### config.mk
export PLATFORM = sky130hd
export DESIGN_NAME = screen_writer
export DESIGN_NICKNAME = d
export VERILOG_FILES = /design/src/rtl/vt52_pkg.sv /design/src/rtl/addr_wrap_add.sv /design/src/rtl/screen_writer.sv
export SDC_FILE = /design/constraint.sdc
export NUM_CORES = 1
export LEC_CHECK = 0
export CAP_MARGIN = 20
export CORE_MARGIN = 5
export CORE_UTILIZATION = 30
export DETAILED_ROUTE_END_ITERATION = 8
export SYNTH_ARGS = -nofsm -noshare
export SYNTH_HDL_FRONTEND = slang
export SYNTH_SLANG_ARGS = --single-unit
### constraint.sdc
create_clock -name clk -period 6.1 [get_ports clk]
set_input_delay 1.22 -clock clk [delete_from_list [all_inputs] [get_ports clk]]
set_output_delay 1.22 -clock clk [all_outputs]
set_load 0.05 [all_outputs]
### src/rtl/vt52_pkg.sv
// vt52_pkg: screen geometry, character codes and writer state encoding
package vt52_pkg;
  localparam int ROWS = 24;
  localparam int COLS = 80;
  localparam int ROW_BITS = 5;
  localparam int COL_BITS = 7;
  localparam int ADDR_BITS = 11;
  localparam int SCREEN_SIZE = ROWS * COLS;
  localparam logic [ROW_BITS-1:0] LAST_ROW = ROW_BITS'(ROWS - 1);
  localparam logic [COL_BITS-1:0] LAST_COL = COL_BITS'(COLS - 1);
  localparam logic [ADDR_BITS-1:0] COLS_A = ADDR_BITS'(COLS);
  localparam logic [ADDR_BITS-1:0] LAST_COL_A = ADDR_BITS'(COLS - 1);
  localparam logic [ADDR_BITS-1:0] LAST_ADDR = ADDR_BITS'(SCREEN_SIZE - 1);
  localparam logic [7:0] CR = 8'h0D;
  localparam logic [7:0] LF = 8'h0A;
  localparam logic [7:0] BS = 8'h08;
  localparam logic [7:0] FF = 8'h0C;
  localparam logic [7:0] SPACE = 8'h20;
  localparam logic [7:0] TILDE = 8'h7E;
  typedef enum logic [1:0] {IDLE, CLR_ROW, CLR_SCREEN} state_t;
  function automatic logic printable(input logic [7:0] c);
    return c >= SPACE && c <= TILDE;
  endfunction
endpackage

### src/rtl/addr_wrap_add.sv
// addr_wrap_add: (a + b) mod SCREEN_SIZE for a < SCREEN_SIZE and b <= COLS
module addr_wrap_add import vt52_pkg::*; (
  input  logic [ADDR_BITS-1:0] a,
  input  logic [ADDR_BITS-1:0] b,
  output logic [ADDR_BITS-1:0] y
);
  localparam logic [ADDR_BITS:0] SIZE = (ADDR_BITS + 1)'(SCREEN_SIZE);
  logic [ADDR_BITS:0] s;
  assign s = {1'b0, a} + {1'b0, b};
  assign y = s >= SIZE ? ADDR_BITS'(s - SIZE) : s[ADDR_BITS-1:0];
endmodule

### src/rtl/screen_writer.sv
// screen_writer: sequences character, scroll and clear writes into the 80x24 text buffer
module screen_writer import vt52_pkg::*; (
  input  logic                 clk,
  input  logic                 clr,
  input  logic                 in_valid,
  input  logic [7:0]           in_char,
  output logic                 in_ready,
  output logic [ROW_BITS-1:0]  cursor_row,
  output logic [COL_BITS-1:0]  cursor_col,
  output logic [ADDR_BITS-1:0] buffer_waddr,
  output logic [7:0]           buffer_din,
  output logic                 buffer_wen,
  output logic [ADDR_BITS-1:0] buffer_first_char,
  output logic                 buffer_first_char_wen
);
  state_t state, state_n;
  logic [ROW_BITS-1:0] row_n;
  logic [COL_BITS-1:0] col_n;
  logic [ADDR_BITS-1:0] fc_n, cur, cur_n, row_addr, row_addr_n, clr_ptr, clr_ptr_n, cnt, cnt_n, waddr_n;
  logic [ADDR_BITS-1:0] cur_inc, cur_sum, row_sum, clr_sum, fc_sum;
  logic [7:0] din_n;
  logic wen_n, fc_wen_n, lf;
  assign cur_inc = in_char == LF ? COLS_A : ADDR_BITS'(1);
  addr_wrap_add u_cur (.a(cur), .b(cur_inc), .y(cur_sum));
  addr_wrap_add u_row (.a(row_addr), .b(COLS_A), .y(row_sum));
  addr_wrap_add u_clr (.a(clr_ptr), .b(ADDR_BITS'(1)), .y(clr_sum));
  addr_wrap_add u_fc (.a(buffer_first_char), .b(COLS_A), .y(fc_sum));
  // decode accepted bytes, advance cursor/scroll state and walk the clear pointer
  always_comb begin
    state_n = state;
    row_n = cursor_row;
    col_n = cursor_col;
    fc_n = buffer_first_char;
    cur_n = cur;
    row_addr_n = row_addr;
    clr_ptr_n = clr_ptr;
    cnt_n = cnt;
    waddr_n = buffer_waddr;
    din_n = buffer_din;
    wen_n = 1'b0;
    fc_wen_n = 1'b0;
    lf = 1'b0;
    if (state == IDLE && in_valid) begin
      if (printable(in_char)) begin
        waddr_n = cur;
        din_n = in_char;
        wen_n = 1'b1;
        cur_n = cur_sum;
        lf = cursor_col == LAST_COL;
        col_n = lf ? '0 : cursor_col + 1'b1;
      end else if (in_char == CR) begin
        col_n = '0;
        cur_n = row_addr;
      end else if (in_char == LF) begin
        cur_n = cur_sum;
        lf = 1'b1;
      end else if (in_char == BS && cursor_col != '0) begin
        col_n = cursor_col - 1'b1;
        cur_n = cur == '0 ? LAST_ADDR : cur - 1'b1;
      end else if (in_char == FF) begin
        row_n = '0;
        col_n = '0;
        fc_n = '0;
        cur_n = '0;
        row_addr_n = '0;
        clr_ptr_n = '0;
        cnt_n = '0;
        state_n = CLR_SCREEN;
      end
    end
    if (lf) begin
      row_addr_n = row_sum;
      row_n = cursor_row == LAST_ROW ? cursor_row : cursor_row + 1'b1;
      if (cursor_row == LAST_ROW) begin
        fc_n = fc_sum;
        clr_ptr_n = buffer_first_char;
        cnt_n = '0;
        state_n = CLR_ROW;
      end
    end
    if (state != IDLE) begin
      waddr_n = clr_ptr;
      din_n = SPACE;
      wen_n = 1'b1;
      fc_wen_n = cnt == '0;
      clr_ptr_n = clr_sum;
      cnt_n = cnt + 1'b1;
      state_n = cnt == (state == CLR_ROW ? LAST_COL_A : LAST_ADDR) ? IDLE : state;
    end
  end
  // register state and every output; reset aborts any clear in progress
  always_ff @(posedge clk or posedge clr) begin
    if (clr) begin
      state <= IDLE;
      in_ready <= 1'b1;
      cursor_row <= '0;
      cursor_col <= '0;
      buffer_first_char <= '0;
      cur <= '0;
      row_addr <= '0;
      clr_ptr <= '0;
      cnt <= '0;
      buffer_waddr <= '0;
      buffer_din <= '0;
      buffer_wen <= 1'b0;
      buffer_first_char_wen <= 1'b0;
    end else begin
      state <= state_n;
      in_ready <= state_n == IDLE;
      cursor_row <= row_n;
      cursor_col <= col_n;
      buffer_first_char <= fc_n;
      cur <= cur_n;
      row_addr <= row_addr_n;
      clr_ptr <= clr_ptr_n;
      cnt <= cnt_n;
      buffer_waddr <= waddr_n;
      buffer_din <= din_n;
      buffer_wen <= wen_n;
      buffer_first_char_wen <= fc_wen_n;
    end
  end
endmodule

==> flow_summary.yaml <==
timing:
  fmaxAchievable_ghz: 0.241
  fin_hold_ws_ns: 0.513
  worst_slew_pin_slew_ns: 0.857
  slew_violations: 0
  hold_violations: 0
  slew_headroom: 0.426
  rsz0062_at_grt: "false"
  min_period_ns: 4.14
  finalSetupTns_ns: 0
  fin_skew_ns: 0.00502
  fin_crit_sh: 0.679
  setup_viol: 0
clock_tree:
  hold_buffers: 0
  clk_pin_slew_worst_paths_ns: 0.06
  clock_latency_ns: 0.35
  tritoncts: "built"
  clock_sinks: 87
  cts_root_buf: "clkbuf_16"
  cts_resized: 0
  postCtsSetupBuffers: 0
  cts_buffers: 9
  cts_max_path_buffers: 2
  htreeDepth: 3
logic_synthesis:
  synthTopCellsByArea: "dfrtp_1 38%, nand2_1 5.9%, a21oi_1 5.1%"
  yosysTopAreaCell: "dfrtp_1"
  synth_edf_count: 0
  synth_area_um2: 5650
  synth_cell_types: 76
  synth-seq-cells: 87
  async_flop_share: 1.00
  ys_warn_count: 0
  syn-num-nets: 703
  avgSynthCellArea_um2: 8.42
  synth.top_cell.area_share: 0.381
  synthFlopType: "dfrtp_1"
  syn_inst: 671
  synth_seq_area_share: 0.386
worst_setup_path:
  r2r_setup_slack_ns: 3.18
  crit_arrival_ns: 4.43
  r2r_start: "cursor_col[0]"
  worst_setup_path_end_kind: "flop"
  crit_type: "input port to flop"
  critPathRequiredTime_ns: 6.39
  setup.worst_path.start: "in_char[5]"
  reg2reg_depth: 7
  r2r-end: "buffer_first_char[9]"
  path_max_fanout: 5
  critPathLaunchType: "input port"
power:
  total_power_mw: 1.15
  ir_drop_mv: 0.139
  leakagePower_nw: 2.70
  p_per_area_nw_per_um2: 173
finish:
  antenna-diode-count: 0
  area_growth_pct: 17.2
  drive_gt1_frac: 0.0541
  instances_no_fill: 936
  nets: 729
drt:
  vias_per_cell: 5.52
  dr_total_vias: 5168
  firstDrtPassIters: 5
  drt-total-wl_mm: 15.7
  antenna_left: 0
  drcViolationCount: 0
  drt_iter0_markers: 550
  wl_per_cell_um: 16.8
hold_path:
  min_delay_path_depth: 2
  hold_path_startpoint: "buffer_din[5]"
  hold_end: "buffer_din[5]"
  hp-class: "flop to flop"
grt:
  gr-usage-all-layers: 0.145
  grt_pass1_wl_mm: 25.8
  antenna_found_initial: 0
  grt_max_degree: 51
  grt_pass1_vias: 4778
  grt.overflow.total: 0
die:
  dieArea_um2: 21700
  io_pins: 56
  coreArea_um2: 18600
  placementRows: 50
  die_h_um: 147
  die_w_um: 147
  floorplan.initialDensity: 0.303
place:
  place_congestion: 0.855
  dp.cells: 920
  dpl.hpwl_mm: 11.0
  port_buffers: 55
job:
  maxCapViolations: 0
status:
  status: "completed"
[worst max-delay path by stage]
stage	end	slack [ns]
2_1_floorplan	cur[8]	2.54
4_1_cts	cur[9]	1.98
5_1_grt	cur[9]	1.66
3_3_place_gp	cur[8]	1.73
6_report	cur[9]	1.96
3_5_place_dp	cur[9]	1.63
[synthesized netlist by cell type, types with 4 or more instances]
library cell and number:
a211oi_1 5, a21oi_1 58, a22oi_1 5, a31oi_1 22
and2_1 6, and3_1 17, buf_2 6, clkbuf_1 36
dfrtp_1 86, ha_1 21, inv_1 20, mux2i_1 5
nand2_1 89, nand2b_1 5, nand3_1 40, nand4_1 9
nor2_1 39, nor3_1 24, o211ai_1 5, o21a_1 7
o21ai_0 25, o21ai_1 16, o22ai_1 9, o31ai_1 6
or3_1 4, or4_1 4, xnor2_1 15, xor2_1 4
[per-layer routing]
metal / global-route usage / part of all wire / vias up
met5: 0 / 0 / -
met1: 0.208 / 0.49 / 2478
met3: 0.0278 / 0.048 / 22
met2: 0.218 / 0.44 / 137
met4: 0.0527 / 0.020 / 0
li1: - / - / 2531
[cell usage in the layout (no fill, tap or decap), types with 5 or more instances in the layout]
master / count
clkbuf_16: 9
o21a_1: 7
nand2b_1: 5
o211ai_1: 5
nand2_1: 89
dfrtp_1: 86
nor3_1: 24
and2_1: 6
inv_1: 19
o31ai_1: 6
nand3_1: 40
ha_1: 21
mux2i_1: 5
a21oi_1: 58
nor2_1: 38
and3_1: 17
o21ai_0: 25
o21ai_1: 16
xnor2_1: 15
a22oi_1: 5
clkdlybuf4s50_1: 55
o22ai_1: 9
a211oi_1: 5
a31oi_1: 22
nand4_1: 9
[flip-flops by register name, summed over array words and instances (netlist names)]
register	flops
cursor_row	5
state	2
buffer_wen	1
cur	11
buffer_first_char	11
buffer_first_char_wen	1
cnt	11
in_ready	1
buffer_waddr	11
buffer_din	8
cursor_col	7
clr_ptr	11
row_addr	7
[where the power goes]
part / internal (mW) / switching (mW) / total (mW)
combinational: 0.0145 / 0.0336 / 0.0480
clock: 0.298 / 0.224 / 0.523
sequential: 0.577 / 0 / 0.577
[area by class of cell]
cell class | instances | area (um^2)
Clock buffer | 15 | 268
Inverter | 20 | 76.3
Tap cell | 234 | 293
Sequential cell | 87 | 2180
Clock inverter | 1 | 5.00
Timing Repair Buffer | 60 | 592
Multi-Input combinational cell | 519 | 3210
Fill cell | 1905 | 12000
[cells by family (layout without fill, tap and decap cells)]
logic type / count (synthesis) / after routing / share of synthesized area
buffers and inverters: 65 / 96 / 0.0472
AOI/OAI and AO/OA: 207 / 207 / 0.240
adders and majority gates: 21 / 21 / 0.0465
DFF: 87 / 87 / 0.386
and+or+nand+nor: 267 / 267 / 0.242
xor gates and xnor gates: 19 / 19 / 0.0295
muxes: 5 / 5 / 0.00886
[worst max-delay path, stage by stage]
cell and delay [ns]:
clkdlybuf4s50_1 0.47, nor4_1 0.51, nand4_1 0.27, inv_1 0.15, ha_1 0.28, a31oi_1 0.17, o21ai_0 0.15, xnor2_1 0.32
ha_1 0.23, nand2_1 0.05, nand2_1 0.08, mux2i_1 0.07, a311oi_1 0.29, a221o_1 0.16
[per-stage QoR]
step,area (um^2),utilization,setup slack (ns)
after floorplan,5650,-,2.54
after global placement,6330,0.340,1.73
after detailed placement,6350,0.340,1.63
after CTS,6620,0.355,1.98
after global routing,6620,0.355,1.66
final,6620,0.355,1.96
No activity file was read; power rests on OpenSTA's default activity.
